<file path="src/rtl/tl_pkg.sv">
// Shared types and helpers for the lamp conflict monitor: lamp decode, transition legality,
// fault codes and monitor FSM states.
package tl_pkg;

    typedef enum logic [2:0] {
        RED     = 3'd0,
        LEFT    = 3'd1,
        GREEN   = 3'd2,
        YELLOW  = 3'd3,
        INVALID = 3'd4
    } lamp_state_t;

    typedef enum logic [1:0] {
        ARM   = 2'd0,
        RUN   = 2'd1,
        FAULT = 2'd2
    } mon_state_t;

    typedef logic [2:0] fault_code_t;

    localparam fault_code_t F_NONE     = 3'd0;
    localparam fault_code_t F_CONFLICT = 3'd1;
    localparam fault_code_t F_INVALID  = 3'd2;
    localparam fault_code_t F_SEQ      = 3'd3;
    localparam fault_code_t F_SHORT_Y  = 3'd4;
    localparam fault_code_t F_WDOG     = 3'd5;

    // Lamp bit order is {LeftTurn, Green, Yellow, Red}; anything not one-hot is INVALID.
    function automatic lamp_state_t decode_lamps(input logic [3:0] lamps);
        lamp_state_t st;
        case (lamps)
            4'b0001: st = RED;
            4'b0010: st = YELLOW;
            4'b0100: st = GREEN;
            4'b1000: st = LEFT;
            default: st = INVALID;
        endcase
        return st;
    endfunction

    function automatic logic legal_step(input lamp_state_t prev, input lamp_state_t cur);
        logic ok;
        ok = 1'b0;
        case (prev)
            RED:     ok = (cur == LEFT) || (cur == GREEN);
            LEFT:    ok = (cur == GREEN) || (cur == YELLOW);
            GREEN:   ok = (cur == YELLOW);
            YELLOW:  ok = (cur == RED);
            default: ok = 1'b0;
        endcase
        return ok;
    endfunction

endpackage

</file>
<file path="src/rtl/lamp_tracker.sv">
// Per-direction lamp tracker: decodes the registered lamp bits and checks transition
// legality, yellow duration and hold watchdog; counts completed phase cycles.
module lamp_tracker
    import tl_pkg::*;
#(
    parameter int unsigned MIN_YELLOW = 3,
    parameter int unsigned MAX_HOLD   = 64,
    parameter int unsigned TIMER_W    = 8,
    parameter int unsigned CNT_W      = 16
) (
    input  logic              i_clk,
    input  logic              i_rst,
    input  logic [3:0]        i_lamps,
    input  logic              i_en,
    input  logic              i_arm,
    input  logic              i_cnt_en,
    output lamp_state_t       o_state,
    output logic              o_seq_err,
    output logic              o_short_y,
    output logic              o_wdog,
    output logic [CNT_W-1:0]  o_count
);

    localparam logic [TIMER_W-1:0] T_ONE      = TIMER_W'(1);
    localparam logic [TIMER_W-1:0] HOLD_LIMIT = TIMER_W'(MAX_HOLD + 1);
    localparam logic [TIMER_W-1:0] YEL_MIN    = TIMER_W'(MIN_YELLOW);
    localparam logic [TIMER_W-1:0] YEL_SAT    = {TIMER_W{1'b1}};
    localparam logic [CNT_W-1:0]   C_ONE      = CNT_W'(1);

    lamp_state_t        w_state;
    lamp_state_t        r_prev;
    logic [TIMER_W-1:0] r_hold;
    logic [TIMER_W-1:0] w_hold_d;
    logic [TIMER_W-1:0] r_yel;
    logic [TIMER_W-1:0] w_yel_d;
    logic [CNT_W-1:0]   r_count;
    logic               w_changed;
    logic               w_yel_to_red;
    logic               w_phase_done;

    always_comb begin
        w_state = decode_lamps(i_lamps);
        // The arming cycle has no meaningful previous state, so treat it as a fresh entry.
        w_changed    = i_arm || (w_state != r_prev);
        w_yel_to_red = !i_arm && (r_prev == YELLOW) && (w_state == RED);

        if (w_changed) begin
            w_hold_d = T_ONE;
        end else if (r_hold == HOLD_LIMIT) begin
            w_hold_d = r_hold;
        end else begin
            w_hold_d = r_hold + T_ONE;
        end

        if (w_state != YELLOW) begin
            w_yel_d = '0;
        end else if (w_changed) begin
            w_yel_d = T_ONE;
        end else if (r_yel == YEL_SAT) begin
            w_yel_d = r_yel;
        end else begin
            w_yel_d = r_yel + T_ONE;
        end

        w_phase_done = i_cnt_en && w_yel_to_red && (r_yel >= YEL_MIN);
    end

    always_ff @(posedge i_clk or posedge i_rst) begin
        if (i_rst) begin
            r_prev  <= RED;
            r_hold  <= '0;
            r_yel   <= '0;
            r_count <= '0;
        end else if (i_en) begin
            r_prev <= w_state;
            r_hold <= w_hold_d;
            r_yel  <= w_yel_d;
            if (w_phase_done) begin
                r_count <= r_count + C_ONE;
            end
        end
    end

    always_comb begin
        o_state   = w_state;
        o_seq_err = !i_arm && (w_state != r_prev) && !legal_step(r_prev, w_state);
        o_short_y = w_yel_to_red && (r_yel < YEL_MIN);
        o_wdog    = !i_arm && (w_hold_d == HOLD_LIMIT);
        o_count   = r_count;
    end

endmodule

</file>
<file path="src/rtl/light_conflict_monitor.sv">
// Lamp-interface safety monitor: registers both directions' lamps, checks conflicts and
// per-direction rules, and latches the first violation as a sticky fault.
module light_conflict_monitor
    import tl_pkg::*;
#(
    parameter int unsigned MIN_YELLOW = 3,
    parameter int unsigned MAX_HOLD   = 64,
    parameter int unsigned TIMER_W    = 8,
    parameter int unsigned CNT_W      = 16
) (
    input  logic             clk,
    input  logic             rst,
    input  logic             LeftTurn_NS,
    input  logic             Green_NS,
    input  logic             Yellow_NS,
    input  logic             Red_NS,
    input  logic             LeftTurn_EW,
    input  logic             Green_EW,
    input  logic             Yellow_EW,
    input  logic             Red_EW,
    output logic             fault,
    output logic [2:0]       fault_code,
    output logic             emergency_req,
    output logic [CNT_W-1:0] cycles_ns,
    output logic [CNT_W-1:0] cycles_ew
);

    logic [3:0]       r_lamps_ns;
    logic [3:0]       r_lamps_ew;
    logic             r_vld;
    mon_state_t       r_state;
    mon_state_t       w_state_d;
    fault_code_t      r_code;
    fault_code_t      w_code;
    lamp_state_t      w_st_ns;
    lamp_state_t      w_st_ew;
    logic             w_seq_ns;
    logic             w_seq_ew;
    logic             w_short_ns;
    logic             w_short_ew;
    logic             w_wdog_ns;
    logic             w_wdog_ew;
    logic             w_arm;
    logic             w_run;
    logic             w_trk_en;
    logic             w_cnt_en;
    logic             w_conflict;
    logic             w_invalid;
    logic [CNT_W-1:0] w_cnt_ns;
    logic [CNT_W-1:0] w_cnt_ew;

    // r_vld marks the first cycle whose sample holds real lamp data rather than reset zeros.
    always_ff @(posedge clk or posedge rst) begin
        if (rst) begin
            r_lamps_ns <= '0;
            r_lamps_ew <= '0;
            r_vld      <= 1'b0;
        end else begin
            r_lamps_ns <= {LeftTurn_NS, Green_NS, Yellow_NS, Red_NS};
            r_lamps_ew <= {LeftTurn_EW, Green_EW, Yellow_EW, Red_EW};
            r_vld      <= 1'b1;
        end
    end

    always_comb begin
        w_arm    = (r_state == ARM) && r_vld;
        w_run    = (r_state == RUN);
        w_trk_en = w_arm || w_run;
        w_cnt_en = w_run && (w_code == F_NONE);
    end

    lamp_tracker #(
        .MIN_YELLOW (MIN_YELLOW),
        .MAX_HOLD   (MAX_HOLD),
        .TIMER_W    (TIMER_W),
        .CNT_W      (CNT_W)
    ) u_trk_ns (
        .i_clk     (clk),
        .i_rst     (rst),
        .i_lamps   (r_lamps_ns),
        .i_en      (w_trk_en),
        .i_arm     (w_arm),
        .i_cnt_en  (w_cnt_en),
        .o_state   (w_st_ns),
        .o_seq_err (w_seq_ns),
        .o_short_y (w_short_ns),
        .o_wdog    (w_wdog_ns),
        .o_count   (w_cnt_ns)
    );

    lamp_tracker #(
        .MIN_YELLOW (MIN_YELLOW),
        .MAX_HOLD   (MAX_HOLD),
        .TIMER_W    (TIMER_W),
        .CNT_W      (CNT_W)
    ) u_trk_ew (
        .i_clk     (clk),
        .i_rst     (rst),
        .i_lamps   (r_lamps_ew),
        .i_en      (w_trk_en),
        .i_arm     (w_arm),
        .i_cnt_en  (w_cnt_en),
        .o_state   (w_st_ew),
        .o_seq_err (w_seq_ew),
        .o_short_y (w_short_ew),
        .o_wdog    (w_wdog_ew),
        .o_count   (w_cnt_ew)
    );

    // Lowest code wins; the arming cycle only sees the conflict and encoding checks.
    always_comb begin
        w_invalid  = (w_st_ns == INVALID) || (w_st_ew == INVALID);
        w_conflict = (w_st_ns != RED) && (w_st_ew != RED) && !w_invalid;
        w_code     = F_NONE;
        if (w_arm || w_run) begin
            if (w_conflict) begin
                w_code = F_CONFLICT;
            end else if (w_invalid) begin
                w_code = F_INVALID;
            end else if (w_run && (w_seq_ns || w_seq_ew)) begin
                w_code = F_SEQ;
            end else if (w_run && (w_short_ns || w_short_ew)) begin
                w_code = F_SHORT_Y;
            end else if (w_run && (w_wdog_ns || w_wdog_ew)) begin
                w_code = F_WDOG;
            end
        end
    end

    always_ff @(posedge clk or posedge rst) begin
        if (rst) begin
            r_state <= ARM;
        end else begin
            r_state <= w_state_d;
        end
    end

    always_comb begin
        w_state_d = r_state;
        case (r_state)
            ARM: begin
                if (r_vld) begin
                    w_state_d = (w_code != F_NONE) ? FAULT : RUN;
                end
            end
            RUN: begin
                if (w_code != F_NONE) begin
                    w_state_d = FAULT;
                end
            end
            FAULT:   w_state_d = FAULT;
            default: w_state_d = FAULT;
        endcase
    end

    always_ff @(posedge clk or posedge rst) begin
        if (rst) begin
            r_code <= F_NONE;
        end else if ((w_arm || w_run) && (w_code != F_NONE)) begin
            r_code <= w_code;
        end
    end

    always_comb begin
        fault         = (r_state == FAULT);
        fault_code    = r_code;
        emergency_req = fault;
        cycles_ns     = w_cnt_ns;
        cycles_ew     = w_cnt_ew;
    end

endmodule

</file>
<file path="config.mk">
export PLATFORM = sky130hd
export DESIGN_NAME = light_conflict_monitor
export DESIGN_NICKNAME = d
export VERILOG_FILES = /design/src/rtl/tl_pkg.sv /design/src/rtl/lamp_tracker.sv /design/src/rtl/light_conflict_monitor.sv
export SDC_FILE = /design/constraint.sdc
export NUM_CORES = 1
export LEC_CHECK = 0
export CORE_MARGIN = 2
export CORE_UTILIZATION = 25
export DETAILED_ROUTE_END_ITERATION = 8
export GPL_TIMING_DRIVEN = 0
export PLACE_DENSITY = 0.47
export SYNTH_ARGS = -nofsm -noshare
export SYNTH_HDL_FRONTEND = slang
export SYNTH_HIERARCHICAL = 1
export SYNTH_SLANG_ARGS = --single-unit
</file>
<file path="constraint.sdc">
create_clock -name clk -period 10.9 [get_ports clk]
set_input_delay 2.18 -clock clk [delete_from_list [all_inputs] [get_ports clk]]
set_output_delay 2.18 -clock clk [all_outputs]
set_load 0.01 [all_outputs]
</file>
==> impl_metrics.toml <==
[final_layout]
multi_input_area_um2 = 2570
fill_cells = 2046
seq_area_um2 = 2100
antenna_cells = 0
layout.nets = 600
stdcell_count = 851
drive_gt1_frac = 0.0973
syn_to_final_growth_pct = 22.1
postLayoutCellArea_um2 = 6030

[timing]
tns_ns = 0
max_freq_mhz = 218
setup_viol = 0
slew_violations = 0
relSlewSlack = 0.432
rsz0062_at_grt = "no"
finClkSkew_ns = 0.00793
finalHoldViolCount = 0
worst_slew_pin_slew_ns = 0.851
layout_min_cycle_time_ns = 4.59
finalCritPeriodShare = 0.421

[worst_setup_path]
cp_cell_sequence = "nor3b_1 > buf_4 > inv_1 > o211ai_1 > nor3_1 > o41ai_2 > a41oi_2 > nor2_1 > nand2_1 > a2111oi_4 > nand2_4 > nor3_1 > nand3_1 > xnor2_1"
r2r-start = "r_state[0]"
cp_num_buf_inv = 2
cp_top_family = "simple AND/OR/NAND/NOR gates"
rr_endpoint = "u_trk_ns/o_count[14]"
worstSetupStartpointType = "register"
r2r_setup_slack_ns = 6.31
worstRegToRegCells = 14
cp_slowest_cell = "nor3b_1"
startpoint = "r_state[0]"
cp_num_cells = 14
crit_top_cell = "nor3_1"
slowest_delay_ns = 0.73
worstSetupPathType = "register to register"
critPathCapture = "u_trk_ns/o_count[14]"
end_kind = "register"
cp.arrival_ns = 4.82
cp_max_fo = 7
required_ns = 11.13

[die]
ioPinCount = 47
die_w_um = 145
die_height_um = 145
coreArea_um2 = 19400
start_util = 0.255
die-area_um2 = 20900
rows = 51

[route]
viasPerCell = 4.87
wl_per_cell_um = 13.8
drt_wl_total_um = 11800
drt_first_pass_iters = 5
drt_iter0_drc = 290
drc = 0
drtAntennaViolNets = 0
vias = 4148

[clock_network]
path_clk_slew_ns = 0.06
tritoncts = "done"
cts_resized = 0
cts-htree-levels = 3
cts_root_buf = "clkbuf_16"
postCtsSetupBuffers = 0
cts_hold_buf = 0
clockBufferDepth = 2
insertion_delay_ns = 0.34
numCtsBuffers = 9
clock_sinks = 84

[run_status]
status = "finished clean"

[placement]
place_area_um2 = 5740
dp_hpwl_um = 8430
gp_congestion = 0.864
portBuffers = 46
place_inst = 836

[power_and_ir_drop]
finalPower_mw = 0.964
pwr_density_cell_nw_per_um2 = 160
p_leak_nw = 2.48
irDropWorstVdd_mv = 0.0677

[global_route]
grt_pass1_vias = 3991
grt_max_degree = 36
antenna_found_initial = 0
grt_pass1_wl_um = 20000
track_usage = 0.120
overflow = 0

[synthesis]
async_reset_ff_frac = 1.00
synth_nets = 542
yosys_register_bits = 84
ys_warn_count = 6
syn_area_um2 = 4940
synth-edff-count = 0
synth_cell_types = 72
avgSynthCellArea_um2 = 9.42
synth_seq_area_share = 0.426
ys.flop_type = "dfrtp_1"
postSynthCellCount = 524

[min_path]
hp-class = "register to register"
worstHoldStart = "u_trk_ew/o_count[15]"

[flow_run]
max_cap_viol_count = 0
-- final cells by class --
class | count | area share
Sequential cell | 84 | 0.349
Buffer | 25 | 0.0259
Clock buffer | 11 | 0.0403
Timing Repair Buffer | 47 | 0.0776
Tap cell | 265 | 0.0550
Inverter | 28 | 0.0174
Multi-Input combinational cell | 387 | 0.427
Clock inverter | 4 | 0.00830
-- kinds of logic (layout without fill, tap and decap cells) --
logic type | after synthesis | in the layout | share of synthesized area
XOR/XNOR | 44 | 44 | 0.0781
flip-flops | 84 | 84 | 0.426
multiplexers | 8 | 8 | 0.0177
AO/OA/AOI/OAI | 123 | 123 | 0.179
other | 1 | 1 | 0.000760
buffers and inverters | 53 | 115 | 0.0530
adder cells (fa/ha/maj) | 8 | 8 | 0.0203
AND/OR/NAND/NOR | 203 | 203 | 0.225
-- sequential cells by signal, indices dropped and copies added, names as in the netlist --
register	cells
r_lamps_ns	4
u_trk_ns/r_hold	8
r_state	2
u_trk_ns/r_yel	8
u_trk_ew/r_yel	8
fault_code	3
u_trk_ew/r_hold	8
u_trk_ns/r_prev	3
u_trk_ew/o_count	16
u_trk_ew/r_prev	3
r_lamps_ew	4
r_vld	1
u_trk_ns/o_count	16
-- synthesized netlist by cell type (all sizes together) (5+ instances only) --
master   n  area (µm²)
a41oi    6        60.1
xor2    20         175
nor2b    6        37.5
xnor2   24         210
nand3   24         120
nand4   13        96.3
buf      9        65.1
mux2     6        67.6
nor3    25         130
and3     8        55.1
nor4b    6        58.8
inv     28         105
nor4     5        31.3
clkbuf  16        91.3
ha       8         100
a31oi    8        50.1
nand2b   6        45.0
a21oi   27         135
o21ai   29         145
nand2   43         169
dfrtp   84        2100
or2      5        31.3
nor2    38         143
or4      6        52.6
o22ai    7        43.8
-- stage by stage --
| step | hold slack [ns] | worst slack (ns) | utilization |
|---|---|---|---|
| 2_1_floorplan | 0.494 | 7.21 | - |
| 3_3_place_gp | 0.459 | 5.84 | 0.295 |
| 3_5_place_dp | 0.462 | 6.23 | 0.296 |
| 4_1_cts | 0.470 | 6.24 | 0.311 |
| 5_1_grt | 0.487 | 5.85 | 0.311 |
| 6_report | 0.461 | 6.31 | 0.311 |
-- report_power, final --
part / internal [mW] / switching, mW
logic: 0.117 / 0.164
registers: 0.345 / 0.0315
clock network: 0.182 / 0.125
total: 0.644 / 0.320
-- worst min path at each step --
stage / depth (start not counted) / to / slack, ns
global placement: 1 / u_trk_ew/o_count[15] / 0.46
global route: 1 / u_trk_ns/o_count[15] / 0.49
floorplan: 1 / u_trk_ns/r_hold[3] / 0.49
finish: 1 / u_trk_ew/o_count[15] / 0.46
detailed placement: 1 / u_trk_ew/o_count[15] / 0.46
CTS: 1 / u_trk_ew/o_count[15] / 0.47
-- layer usage --
metal	track usage	up-vias	part of all wire
met5	0	-	0
met4	0.0337	0	0.012
met3	0.0291	11	0.033
met2	0.193	69	0.48
met1	0.160	2050	0.47
li1	-	2018	-
-- placed cells by master, fill, tap and decap left out, types with 9 or more instances in the layout --
cell type,synthesis,routed
xnor2_1,24,24
nor3_1,24,24
o21ai_0,29,29
clkbuf_1,12,13
clkbuf_16,0,9
clkdlybuf4s50_1,0,46
inv_1,28,26
dfrtp_1,84,84
nand2_1,42,42
nand3_1,24,24
nand4_1,12,12
a21oi_1,27,27
nor2_1,38,38
xor2_1,20,20
Power figures use the tool's default switching activity.
